<file path="config.mk">
export PLATFORM = sky130hd
export DESIGN_NAME = alu_ctrl
export DESIGN_NICKNAME = d
export VERILOG_FILES = /design/src/rtl/alu_ctrl_pkg.sv /design/src/rtl/alu_ctrl_decode.sv /design/src/rtl/alu_ctrl.sv
export SDC_FILE = /design/constraint.sdc
export NUM_CORES = 1
export LEC_CHECK = 0
export ABC_AREA = 1
export BUFFER_PORTS_ARGS = -buffer_cell sky130_fd_sc_hd__buf_4
export CAP_MARGIN = 20
export CORE_MARGIN = 10
export CORE_UTILIZATION = 40
export CTS_CLUSTER_DIAMETER = 50
export CTS_CLUSTER_SIZE = 25
export DETAILED_ROUTE_END_ITERATION = 10
export PLACE_DENSITY = 0.76
export SETUP_SLACK_MARGIN = 0.4
export SYNTH_ARGS = -nofsm -noshare
export SYNTH_HDL_FRONTEND = slang
export SYNTH_SLANG_ARGS = --single-unit
</file>
<file path="constraint.sdc">
create_clock -name clk -period 6.5 [get_ports clk]
set_clock_uncertainty 0.15 [all_clocks]
set_input_delay 0.975 -clock clk [delete_from_list [all_inputs] [get_ports clk]]
set_output_delay 0.975 -clock clk [all_outputs]
set_load 0.1 [all_outputs]
</file>
<file path="src/rtl/alu_ctrl_pkg.sv">
// Shared types and encodings for the ALU sequencer and its decoder.
// Build option: ALU_CTRL_ILLEGAL_TRAP_EN is consumed by alu_ctrl.
package definitions;

  typedef enum logic [2:0] {
    ALU_O_ADD = 3'd0,
    ALU_O_SUB = 3'd1,
    ALU_O_AND = 3'd2,
    ALU_O_OR  = 3'd3,
    ALU_O_XOR = 3'd4
  } alu_operation;

  localparam logic [5:0] OPC_RTYPE = 6'h00;
  localparam logic [5:0] OPC_ADDI  = 6'h08;
  localparam logic [5:0] OPC_BEQ   = 6'h04;

  localparam logic [5:0] FN_ADD = 6'h20;
  localparam logic [5:0] FN_SUB = 6'h22;
  localparam logic [5:0] FN_AND = 6'h24;
  localparam logic [5:0] FN_OR  = 6'h25;
  localparam logic [5:0] FN_XOR = 6'h26;

  typedef enum logic [2:0] {
    IDLE   = 3'd0,
    DECODE = 3'd1,
    EXEC   = 3'd2,
    WB     = 3'd3,
    HALT   = 3'd4
  } ctrl_state_t;

  function automatic logic [31:0] sext16(input logic [15:0] v);
    return {{16{v[15]}}, v};
  endfunction

endpackage

</file>
<file path="src/rtl/alu_ctrl_decode.sv">
// Combinational instruction decoder: opcode/funct to ALU control bits.
// Illegal encodings default to ADD with every side effect disabled.
module alu_decode
  import definitions::*;
(
  input  logic [5:0]   i_opcode,
  input  logic [5:0]   i_funct,
  output alu_operation o_op,
  output logic         o_src_imm,
  output logic         o_wb_en,
  output logic         o_wb_sel_rt,
  output logic         o_is_branch,
  output logic         o_illegal
);

  logic w_rtype;
  logic w_addi;
  logic w_beq;

  assign w_rtype = (i_opcode == OPC_RTYPE);
  assign w_addi  = (i_opcode == OPC_ADDI);
  assign w_beq   = (i_opcode == OPC_BEQ);

  always_comb begin
    o_op        = ALU_O_ADD;
    o_src_imm   = 1'b0;
    o_wb_en     = 1'b0;
    o_wb_sel_rt = 1'b0;
    o_is_branch = 1'b0;
    o_illegal   = 1'b1;
    unique case (1'b1)
      w_rtype: begin
        o_wb_en   = 1'b1;
        o_illegal = 1'b0;
        case (i_funct)
          FN_ADD:  o_op = ALU_O_ADD;
          FN_SUB:  o_op = ALU_O_SUB;
          FN_AND:  o_op = ALU_O_AND;
          FN_OR:   o_op = ALU_O_OR;
          FN_XOR:  o_op = ALU_O_XOR;
          default: begin
            o_wb_en   = 1'b0;
            o_illegal = 1'b1;
          end
        endcase
      end
      w_addi: begin
        o_op        = ALU_O_ADD;
        o_src_imm   = 1'b1;
        o_wb_en     = 1'b1;
        o_wb_sel_rt = 1'b1;
        o_illegal   = 1'b0;
      end
      w_beq: begin
        o_op        = ALU_O_SUB;
        o_is_branch = 1'b1;
        o_illegal   = 1'b0;
      end
      default: ;
    endcase
  end

endmodule

</file>
<file path="src/rtl/alu_ctrl.sv">
// Four-state sequencer: IDLE -> DECODE -> EXEC -> WB around the ALU.
// ALU_CTRL_ILLEGAL_TRAP_EN: illegal instructions halt until reset.
module alu_ctrl
  import definitions::*;
(
  input  logic         clk,
  input  logic         reset,
  input  logic [31:0]  instr_i,
  input  logic         instr_valid_i,
  output logic         instr_ready_o,
  output logic [4:0]   rs_addr_o,
  output logic [4:0]   rt_addr_o,
  output alu_operation op_o,
  output logic         alu_src_imm_o,
  output logic [31:0]  imm_o,
  input  logic [31:0]  alu_result_i,
  input  logic         alu_zero_i,
  output logic [4:0]   rd_addr_o,
  output logic         rd_we_o,
  output logic [31:0]  wb_data_o,
  output logic         branch_taken_o,
  output logic [31:0]  branch_offset_o,
  output logic         done_o,
  output logic         busy_o,
  output logic         illegal_o
);

  ctrl_state_t  r_state;
  ctrl_state_t  w_next;
  logic         w_accept;

  alu_operation w_op;
  logic         w_src_imm;
  logic         w_wb_en;
  logic         w_wb_sel_rt;
  logic         w_is_branch;
  logic         w_ill;

  alu_operation r_op_dec;
  logic         r_wb_en;
  logic         r_is_branch;
  logic         r_ready;
  logic [4:0]   r_rs;
  logic [4:0]   r_rt;
  logic [4:0]   r_rd;
  logic [31:0]  r_imm;
  logic         r_src_imm;
  logic [31:0]  r_boff;
  alu_operation r_op;
  logic [31:0]  r_wb_data;
  logic         r_we;
  logic         r_done;
  logic         r_taken;

  alu_decode u_dec (
    .i_opcode    (instr_i[31:26]),
    .i_funct     (instr_i[5:0]),
    .o_op        (w_op),
    .o_src_imm   (w_src_imm),
    .o_wb_en     (w_wb_en),
    .o_wb_sel_rt (w_wb_sel_rt),
    .o_is_branch (w_is_branch),
    .o_illegal   (w_ill)
  );

  assign w_accept = instr_valid_i && r_ready;

`ifdef ALU_CTRL_ILLEGAL_TRAP_EN
  logic r_ill;
  logic r_illegal;
  logic w_unused;

  assign w_unused  = ^instr_i[10:6];
  assign illegal_o = r_illegal;

  always_ff @(posedge clk or posedge reset) begin
    if (reset) begin
      r_ill     <= 1'b0;
      r_illegal <= 1'b0;
    end else begin
      if (w_accept) r_ill <= w_ill;
      if (r_state == EXEC && r_ill) r_illegal <= 1'b1;
    end
  end
`else
  logic w_unused;

  assign w_unused  = ^{instr_i[10:6], w_ill};
  assign illegal_o = 1'b0;
`endif

  always_comb begin
    w_next = r_state;
    case (r_state)
      IDLE:   if (w_accept) w_next = DECODE;
      DECODE: w_next = EXEC;
      EXEC:   w_next = WB;
`ifdef ALU_CTRL_ILLEGAL_TRAP_EN
      WB:     w_next = r_ill ? HALT : IDLE;
      HALT:   w_next = HALT;
`else
      WB:     w_next = IDLE;
      HALT:   w_next = IDLE;
`endif
      default: w_next = IDLE;
    endcase
  end

  always_ff @(posedge clk or posedge reset) begin
    if (reset) begin
      r_state <= IDLE;
      r_ready <= 1'b0;
    end else begin
      r_state <= w_next;
      r_ready <= (w_next == IDLE);
    end
  end

  // Decode results are captured at acceptance; instr_i is ignored after.
  always_ff @(posedge clk or posedge reset) begin
    if (reset) begin
      r_op_dec    <= ALU_O_ADD;
      r_wb_en     <= 1'b0;
      r_is_branch <= 1'b0;
      r_rs        <= 5'd0;
      r_rt        <= 5'd0;
      r_rd        <= 5'd0;
      r_imm       <= 32'd0;
      r_src_imm   <= 1'b0;
      r_boff      <= 32'd0;
    end else if (w_accept) begin
      r_op_dec    <= w_op;
      r_wb_en     <= w_wb_en;
      r_is_branch <= w_is_branch;
      r_rs        <= instr_i[25:21];
      r_rt        <= instr_i[20:16];
      r_rd        <= w_wb_sel_rt ? instr_i[20:16]
                                 : instr_i[15:11];
      r_imm       <= sext16(instr_i[15:0]);
      r_src_imm   <= w_src_imm;
      r_boff      <= {{14{instr_i[15]}}, instr_i[15:0], 2'b00};
    end
  end

  always_ff @(posedge clk or posedge reset) begin
    if (reset) begin
      r_op      <= ALU_O_ADD;
      r_wb_data <= 32'd0;
      r_we      <= 1'b0;
      r_done    <= 1'b0;
      r_taken   <= 1'b0;
    end else begin
      r_we    <= 1'b0;
      r_done  <= 1'b0;
      r_taken <= 1'b0;
      if (r_state == DECODE) r_op <= r_op_dec;
      if (r_state == EXEC) begin
        r_wb_data <= alu_result_i;
        r_taken   <= r_is_branch && alu_zero_i;
        r_we      <= r_wb_en && (r_rd != 5'd0);
`ifdef ALU_CTRL_ILLEGAL_TRAP_EN
        r_done    <= !r_ill;
`else
        r_done    <= 1'b1;
`endif
      end
    end
  end

  assign instr_ready_o   = r_ready;
  assign busy_o          = (r_state != IDLE);
  assign rs_addr_o       = r_rs;
  assign rt_addr_o       = r_rt;
  assign rd_addr_o       = r_rd;
  assign imm_o           = r_imm;
  assign alu_src_imm_o   = r_src_imm;
  assign branch_offset_o = r_boff;
  assign op_o            = r_op;
  assign wb_data_o       = r_wb_data;
  assign rd_we_o         = r_we;
  assign done_o          = r_done;
  assign branch_taken_o  = r_taken;

endmodule

</file>
# ---- After elaboration in Yosys (flattened, before gate mapping)
# Cells that the tools add are included.
dict set report totals {
  regBits 95
  wordCells 46
}
dict set report op_classes {
  muxes 12
  eq_ne 9
  n_reduce_logical 9
}
# op n
set ops {}
lappend ops {{$eq A6 B6 Y1 const B} 5}
lappend ops {{$pmux W3 S4} 1}
lappend ops {{$pmux W3 S3} 1}
lappend ops {{$eq A6 B3 Y1 const B} 1}
lappend ops {{$eq A6 B4 Y1 const B} 1}
lappend ops {{$logic_not A3 Y1} 2}
lappend ops {{$logic_not A6 Y1} 1}
lappend ops {{$mux W1} 6}
lappend ops {{$pmux W3 S2} 1}
lappend ops {{$mux W5} 1}
lappend ops {{$reduce_bool A5 Y1} 1}
lappend ops {{$reduce_or A5 Y1} 1}
lappend ops {{$eq A3 B1 Y1 const B} 1}
lappend ops {{$eq A3 B2 Y1 const B} 1}
lappend ops {{$logic_and A1 B1 Y1} 3}
lappend ops {{$mux W3} 1}
lappend ops {{$reduce_bool A3 Y1} 1}
lappend ops {{$pmux W1 S2} 1}

# ---- Longest topological paths before layout
# Gate-level depths: netlist (run 1).
dict set report logic_depth {
  depth_word 4
  ltp_mapped 7
  ltp_nobuf 7
}

# ---- By module
# Synthesis (run 1) repeated with hierarchy kept, for this count alone.
dict set report hier_totals {
  cells_unflattened 441
  hier_area_um2 3746.1
}
# module area_each_um2 instances cells_per_inst seq_area_each_um2
set modules_own_cells {}
lappend modules_own_cells {alu_ctrl 3538.4 1 401 1976.9}
lappend modules_own_cells {alu_decode 207.7 1 40 0.0}

# ---- Worst setup path after synthesis (run 1)
# No wires, ideal clock.
dict set report synth_path {
  path_type {register to output}
  from {reg, netlist name branch_offset_o[17]}
  to {out branch_offset_o[18]}
  stages_incl_launch_ff 2
  t_arrival_ps 1838
  setup_slack_ps 3537
  cell_sequence {dfrtp_1 buf_4}
}
# item line_no
set synth_rtl {}
lappend synth_rtl {{end: declaration} alu_ctrl.sv:22} ;# output logic [31:0] branch_offset_o,
# No word-level cell between the ends.

# ---- Worst setup path after layout (run 1)
dict set report layout_path {
  from {reg, netlist name branch_offset_o[17]}
  to {out branch_offset_o[27]}
}
# No word-level cell between the ends.

==> results of run 1 <==
[flip-flops by register name, summed over array words and instances (netlist names), 3 cells and up]
name and flops:
r_op_dec 3, rs_addr_o 5, wb_data_o 32, rt_addr_o 5, op_o 3, r_state 3, rd_addr_o 5, branch_offset_o 16
[kinds of logic (layout without fill, tap and decap cells)]
logic type             Yosys count  count (layout)
other                            1               4
AO/OA/AOI/OAI                   23              23
flip-flops                      79              79
AND/OR/NAND/NOR                222             222
buffers and inverters           88             229
[worst reg2reg max path: stages, from the launching register on]
cell and delay (ns):
dfrtp_1 0.39, nand2_2 0.58, inv_2 0.39, or2_2 0.38, nand2_1 0.07, nand3_1 0.07
[area by class of cell]
cell class / count / area (sq um)
repair buffers: 187 / 1420
inverters: 26 / 104
well taps: 108 / 135
clock inverters: 7 / 63.8
fillers: 817 / 3850
clock buffers: 9 / 124
flip-flops and latches: 79 / 1980
multi-input cells: 249 / 1040
[how the worst max path moves through the flow]
| stage | start | end | slack (ns) | cells after the start |
|---|---|---|---|---|
| 6_report | branch_offset_o[17] | branch_offset_o[27] | 3.67 | 1 |
| 2_1_floorplan | reset | alu_src_imm_o | 3.35 | 1 |
| 3_3_place_gp | instr_valid_i | r_wb_en | 3.66 | 6 |
| 4_1_cts | branch_offset_o[17] | branch_offset_o[27] | 3.63 | 1 |
| 5_1_grt | branch_offset_o[17] | branch_offset_o[23] | 3.52 | 1 |
| 3_5_place_dp | instr_valid_i | r_wb_en | 3.63 | 6 |
[cells in the mapped netlist]
cell | n | share of area, %
or2_2 | 1 | 0.18
nand2_1 | 186 | 20
clkinv_4 | 1 | 0.25
nor3_1 | 1 | 0.14
nor2_4 | 4 | 1.3
inv_2 | 1 | 0.11
o21a_1 | 1 | 0.21
o21ai_1 | 1 | 0.14
clkbuf_1 | 1 | 0.11
nor2_1 | 11 | 1.2
nand4_1 | 4 | 0.70
buf_6 | 4 | 1.3
nor2_2 | 2 | 0.35
nand3_2 | 1 | 0.28
nand3_1 | 8 | 1.1
dfrtp_1 | 79 | 55
a21oi_1 | 1 | 0.14
buf_4 | 49 | 10
o21ai_0 | 20 | 2.8
inv_1 | 24 | 2.5
buf_2 | 8 | 1.1
nand2_2 | 4 | 0.70
conb_1 | 1 | 0.11
[metrics by stage]
step / worst slack (ns) / utilization (%)
floorplan: 3.35 / -
global placement: 3.66 / 53.4
detailed placement: 3.63 / 53.4
CTS: 3.63 / 55.5
global route: 3.52 / 55.8
finish: 3.67 / 55.8
[metal layers]
layer / vias up / routed length (um) / GRT usage (%)
met5: - / 0 / 0
met4: 0 / 122 / 4.76
met3: 11 / 661 / 3.35
met2: 101 / 5240 / 25.6
met1: 1384 / 4030 / 17.3
li1: 1486 / - / -
==> reports/metrics.cfg, run 1 <==
[setup_path]
critPathBufInv=1
start_kind=register
required_ns=5.37
cp-end-kind=output port
max_stage_delay_ns=0.93
rr_worst_depth=5
crit_type=reg -> out
worstReg2RegStart=instr_ready_o
ff2ff_setup_slack_ns=4.36
rr_endpoint=r_wb_en
cp_slowest_cell=dfrtp_1
crit_family=flip-flops
cp_max_fo=33
worstPathCellList=buf_4
crit_arrival_ns=1.71

[logic_synthesis]
ys_warn_count=0
synth-seq-cells=79
syn_inst=413
synth_top_family_by_area=simple AND/OR/NAND/NOR gates
synth-simple-area-share_pct=25.5
synth.area.mux_share_pct=0
synthDistinctLibCells=23
netlist_area_sq_mm=0.00357
synthXorXnorAreaFrac_pct=0
ys_seq_area_share_pct=55.4
synth-compound-area-share_pct=3.30
syn_avg_cell_area_sq_um=8.63
synthAdderAreaFrac_pct=0

[sta]
report.final.slew_viol_count=0
maxSlewHeadroom_pct=40.8
hold_violations=0
finalCritPeriodShare_pct=43.6
setup_tns_ns=0
fmax_mhz=353
rsz0062_at_grt=false
setup_viol=0
period_minus_slack_ns=2.83
fin_hold_ws_ns=0.337
worst_pin_slew_ns=0.889

[grt]
grt_pass1_wl_mm=15.7
grt_max_degree=80
grt_overflow=0
antenna_found_initial=0
grt_usage_pct=14.7
grt_pass1_vias=3065

[clock_tree]
cts_hold_buf=0
insertion_delay_ns=0.33
cts-resized-gates=0
clock_sinks=79
cts_tree=yes
clk_pin_slew_worst_paths_ns=0.09
htreeDepth=3
cts_buffers=9
cts_setup_buffers=0
clk_path_buf_depth=2
root_buffer=clkbuf_8

[drt]
drtAntennaViolNets=0
dr.pass1.iters=4
viasPerCell=4.48
detail_route.iter0.violations=181
wl_per_cell_um=15.1
wirelength_mm=10.1
drc=0
via_count=2982

[cells_and_area]
finalNonFillerCells=665
drive_gt1_share_pct=39.1
diodes=0
final_cell_mix=nand2_1 (186), buf_4 (186), dfrtp_1 (79)
stdcell_area_sq_mm=0.00487
area_growth_pct=36.5
nets=620

[flow_run]
maxCapViolCount=0

[floorplanning]
core-area_sq_mm=0.00872
die_h_um=114
die-area_sq_mm=0.0131
die_w_um=114
rows=34
start_util_pct=40.9
ios=189

[worst_hold_path]
min_path_type=reg -> reg
hold_path_depth=2
worstHoldStart=wb_data_o[14]
holdPathEnd=wb_data_o[14]

[outcome]
status=completed

[placement]
gp_congestion=0.789
portBuffers=185
dpl.cell_count=648
postPlaceCellArea_sq_mm=0.00465
hpwl_mm=7.81

Power of run 1 is left out: the tool's default activity adds up to more than one toggle a clock period on the data nets, which glitch-free logic cannot reach.
==> run 2: changes to the inputs <==
- ABC_AREA: 1 -> 0
- PLACE_DENSITY: 0.76 -> 0.8
- clock period: 6.5 -> 2.3 ns (I/O delays scaled with it)
==> run 2 against run 1 <==
- design area is 1.3% higher
- flip-flop and latch count stayed put
- wire length down 8.2%
- global-route usage is 0.72 points lower
- register-to-register slack worse by 3.8 ns
- via count fell by 13%
- non-clock buffer count increased by 8
- die area down 2.6%
- synthesized area shrank 3.1%
- first-iteration DRC count decreased by 49%
- count of clock-buffer cells in the layout up 3
- core utilization rose by 3.6 points
==> reports/metrics.cfg, run 2 <==
[grt]
antenna_found_initial=0  ; unchanged
grt_max_degree=80  ; unchanged
grt_pass1_vias=2745  ; -10%
grt_usage_pct=13.9  ; -0.72 points
grt_pass1_wl_mm=14.6  ; -7.3%
grt_overflow=0  ; unchanged

[sta]
finalCritPeriodShare_pct=81.1
setup_tns_ns=0  ; unchanged
fmax_mhz=536
worst_pin_slew_ns=0.779  ; -0.110 ns
rsz0062_at_grt=true
period_minus_slack_ns=1.86
report.final.slew_viol_count=0  ; unchanged
maxSlewHeadroom_pct=48.1  ; +7.3 points
hold_violations=0  ; unchanged
setup_viol=0  ; unchanged

[cells_and_area]
drive_gt1_share_pct=55.1  ; +16 points
area_growth_pct=42.8
largest_reg_flops=32  ; unchanged
fill_cells=719  ; -12%
final_common_cell=buf_4
finalNonFillerCells=566  ; -15%
final_cell_mix=buf_4 (189), dfrtp_1 (75), nand2_1 (71)
diodes=0  ; unchanged
nets=525  ; -15%

[logic_synthesis]
synth_edf_count=0  ; unchanged
synth.area.top_cells=dfrtp_1 (57%), mux2_2 (11%), buf_4 (11%)
syn_avg_cell_area_sq_um=11.1  ; +28%
async_flop_share_pct=100  ; unchanged
ys_warn_count=0  ; unchanged
synth_flop_cell=dfrtp_1
yosys-top-cells-count=dfrtp_1 (79), nand2_1 (71), buf_4 (49)
synth_top_area_share_pct=57.2  ; +1.8 points
synth-seq-cells=79  ; unchanged
syn_inst=312  ; -24%
synth_most_common_cell=dfrtp_1
netlist_area_sq_mm=0.00345  ; -3.1%
yosysTopAreaCell=dfrtp_1
ys_seq_area_share_pct=57.2  ; +1.8 points
synthDistinctLibCells=32  ; +39%

[drt]
viasPerCell=4.58  ; +2.2%
wirelength_mm=9.23  ; -8.2%
detail_route.iter0.violations=93  ; -49%
drc=0  ; unchanged
dr.pass1.iters=4  ; unchanged
via_count=2594  ; -13%
drtAntennaViolNets=0  ; unchanged
wl_per_cell_um=16.3  ; +7.8%

[clock_tree]
insertion_delay_ns=0.34  ; about the same
clk_path_buf_depth=2  ; unchanged
cts_tree=yes
root_buffer=clkbuf_8
clk_pin_slew_worst_paths_ns=0.08  ; about the same
clock_sinks=79  ; unchanged
htreeDepth=3  ; unchanged
cts_buffers=9  ; unchanged

[flow_run]
maxCapViolCount=0  ; unchanged

[setup_path]
crit_arrival_ns=1.37  ; -0.34 ns
cp_max_fo=4  ; -88%
crit_type=reg -> out
cp-end-kind=output port
rr_worst_depth=3  ; -2
required_ns=1.80  ; -3.57 ns
start_kind=register

[placement]
hpwl_mm=7.25  ; -7.2%
portBuffers=185  ; unchanged
gp_congestion=0.741  ; -6.0%
dpl.cell_count=546  ; -16%

[floorplanning]
die_w_um=113  ; -1.3%
rows=33  ; -2.9%
die-area_sq_mm=0.0128  ; -2.6%
die_h_um=113  ; -1.3%
ios=189  ; unchanged
start_util_pct=41.6  ; +0.74 points
core-area_sq_mm=0.00830  ; -4.8%

[outcome]
status=completed

[worst_hold_path]
min_path_type=in -> reg
hold_path_depth=3  ; +1

## run 2: metrics by stage
stage	util (%)	cell area, sq um	setup slack [ns]	hold slack, ns
6_report	59.4	4930	0.435	0.0426
3_3_place_gp	55.7	4620	0.273	0.312
5_1_grt	59.4	4930	0.386	0.0197
4_1_cts	58.7	4870	0.410	0.0324
3_5_place_dp	55.7	4620	0.254	0.318
2_1_floorplan	-	3470	0.391	0.285
## run 2: critical path: stages, from the launching register on
cell     delay [ns]
dfrtp_2        0.44
or3_4          0.41
buf_12         0.17
## run 2: timing repair
item                       in CTS  in global routing
hold endpoints to repair       79                  0
hold buffers                    1                  0
pin swaps                       0                  1
resized for setup               4                  4
buffers inserted                0                  4
setup endpoints to repair      33                 29
gates cloned                    0                  0
## run 2: layer usage
layer,share of wire (%),global-route usage (%),wire length [um]
met3,9.2,6.08,852
met4,0.79,4.57,73
met2,52,23.8,4770
met5,0,0,0
met1,38,15.2,3540
## run 2: kinds of logic (layout without fill, tap and decap cells)
kind of cell,Yosys count,after routing,share of synthesized area (%)
simple gates,94,94,11.8
mux,35,35,11.4
compound gates,31,31,6.01
flops,79,79,57.2
buf+inv,71,217,13.2
other cells,1,4,0.109
xor+xnor,1,1,0.254
## run 2: final timing paths
check                             start            endpoint  slack (ns)
min reg2reg                rs_addr_o[1]        rs_addr_o[1]        0.33
min                          instr_i[7]  branch_offset_o[9]        0.04
max                          r_state[0]              busy_o        0.44
min in group asynchronous         reset       wb_data_o[21]        0.54
max reg2reg                  r_state[1]        wb_data_o[9]        0.53
max in group asynchronous         reset       instr_ready_o        1.14
## run 2: layout make-up
cell class | count | area [sq um] | area share, %
tap | 105 | 131 | 2.66
multi-input combinational | 165 | 1040 | 21.2
timing repair buffer | 195 | 1510 | 30.6
clock inverter | 3 | 65.1 | 1.32
sequential | 79 | 1980 | 40.2
inverter | 7 | 30.0 | 0.609
clock buffer | 12 | 165 | 3.35
Power of run 2 is left out for the same reason.
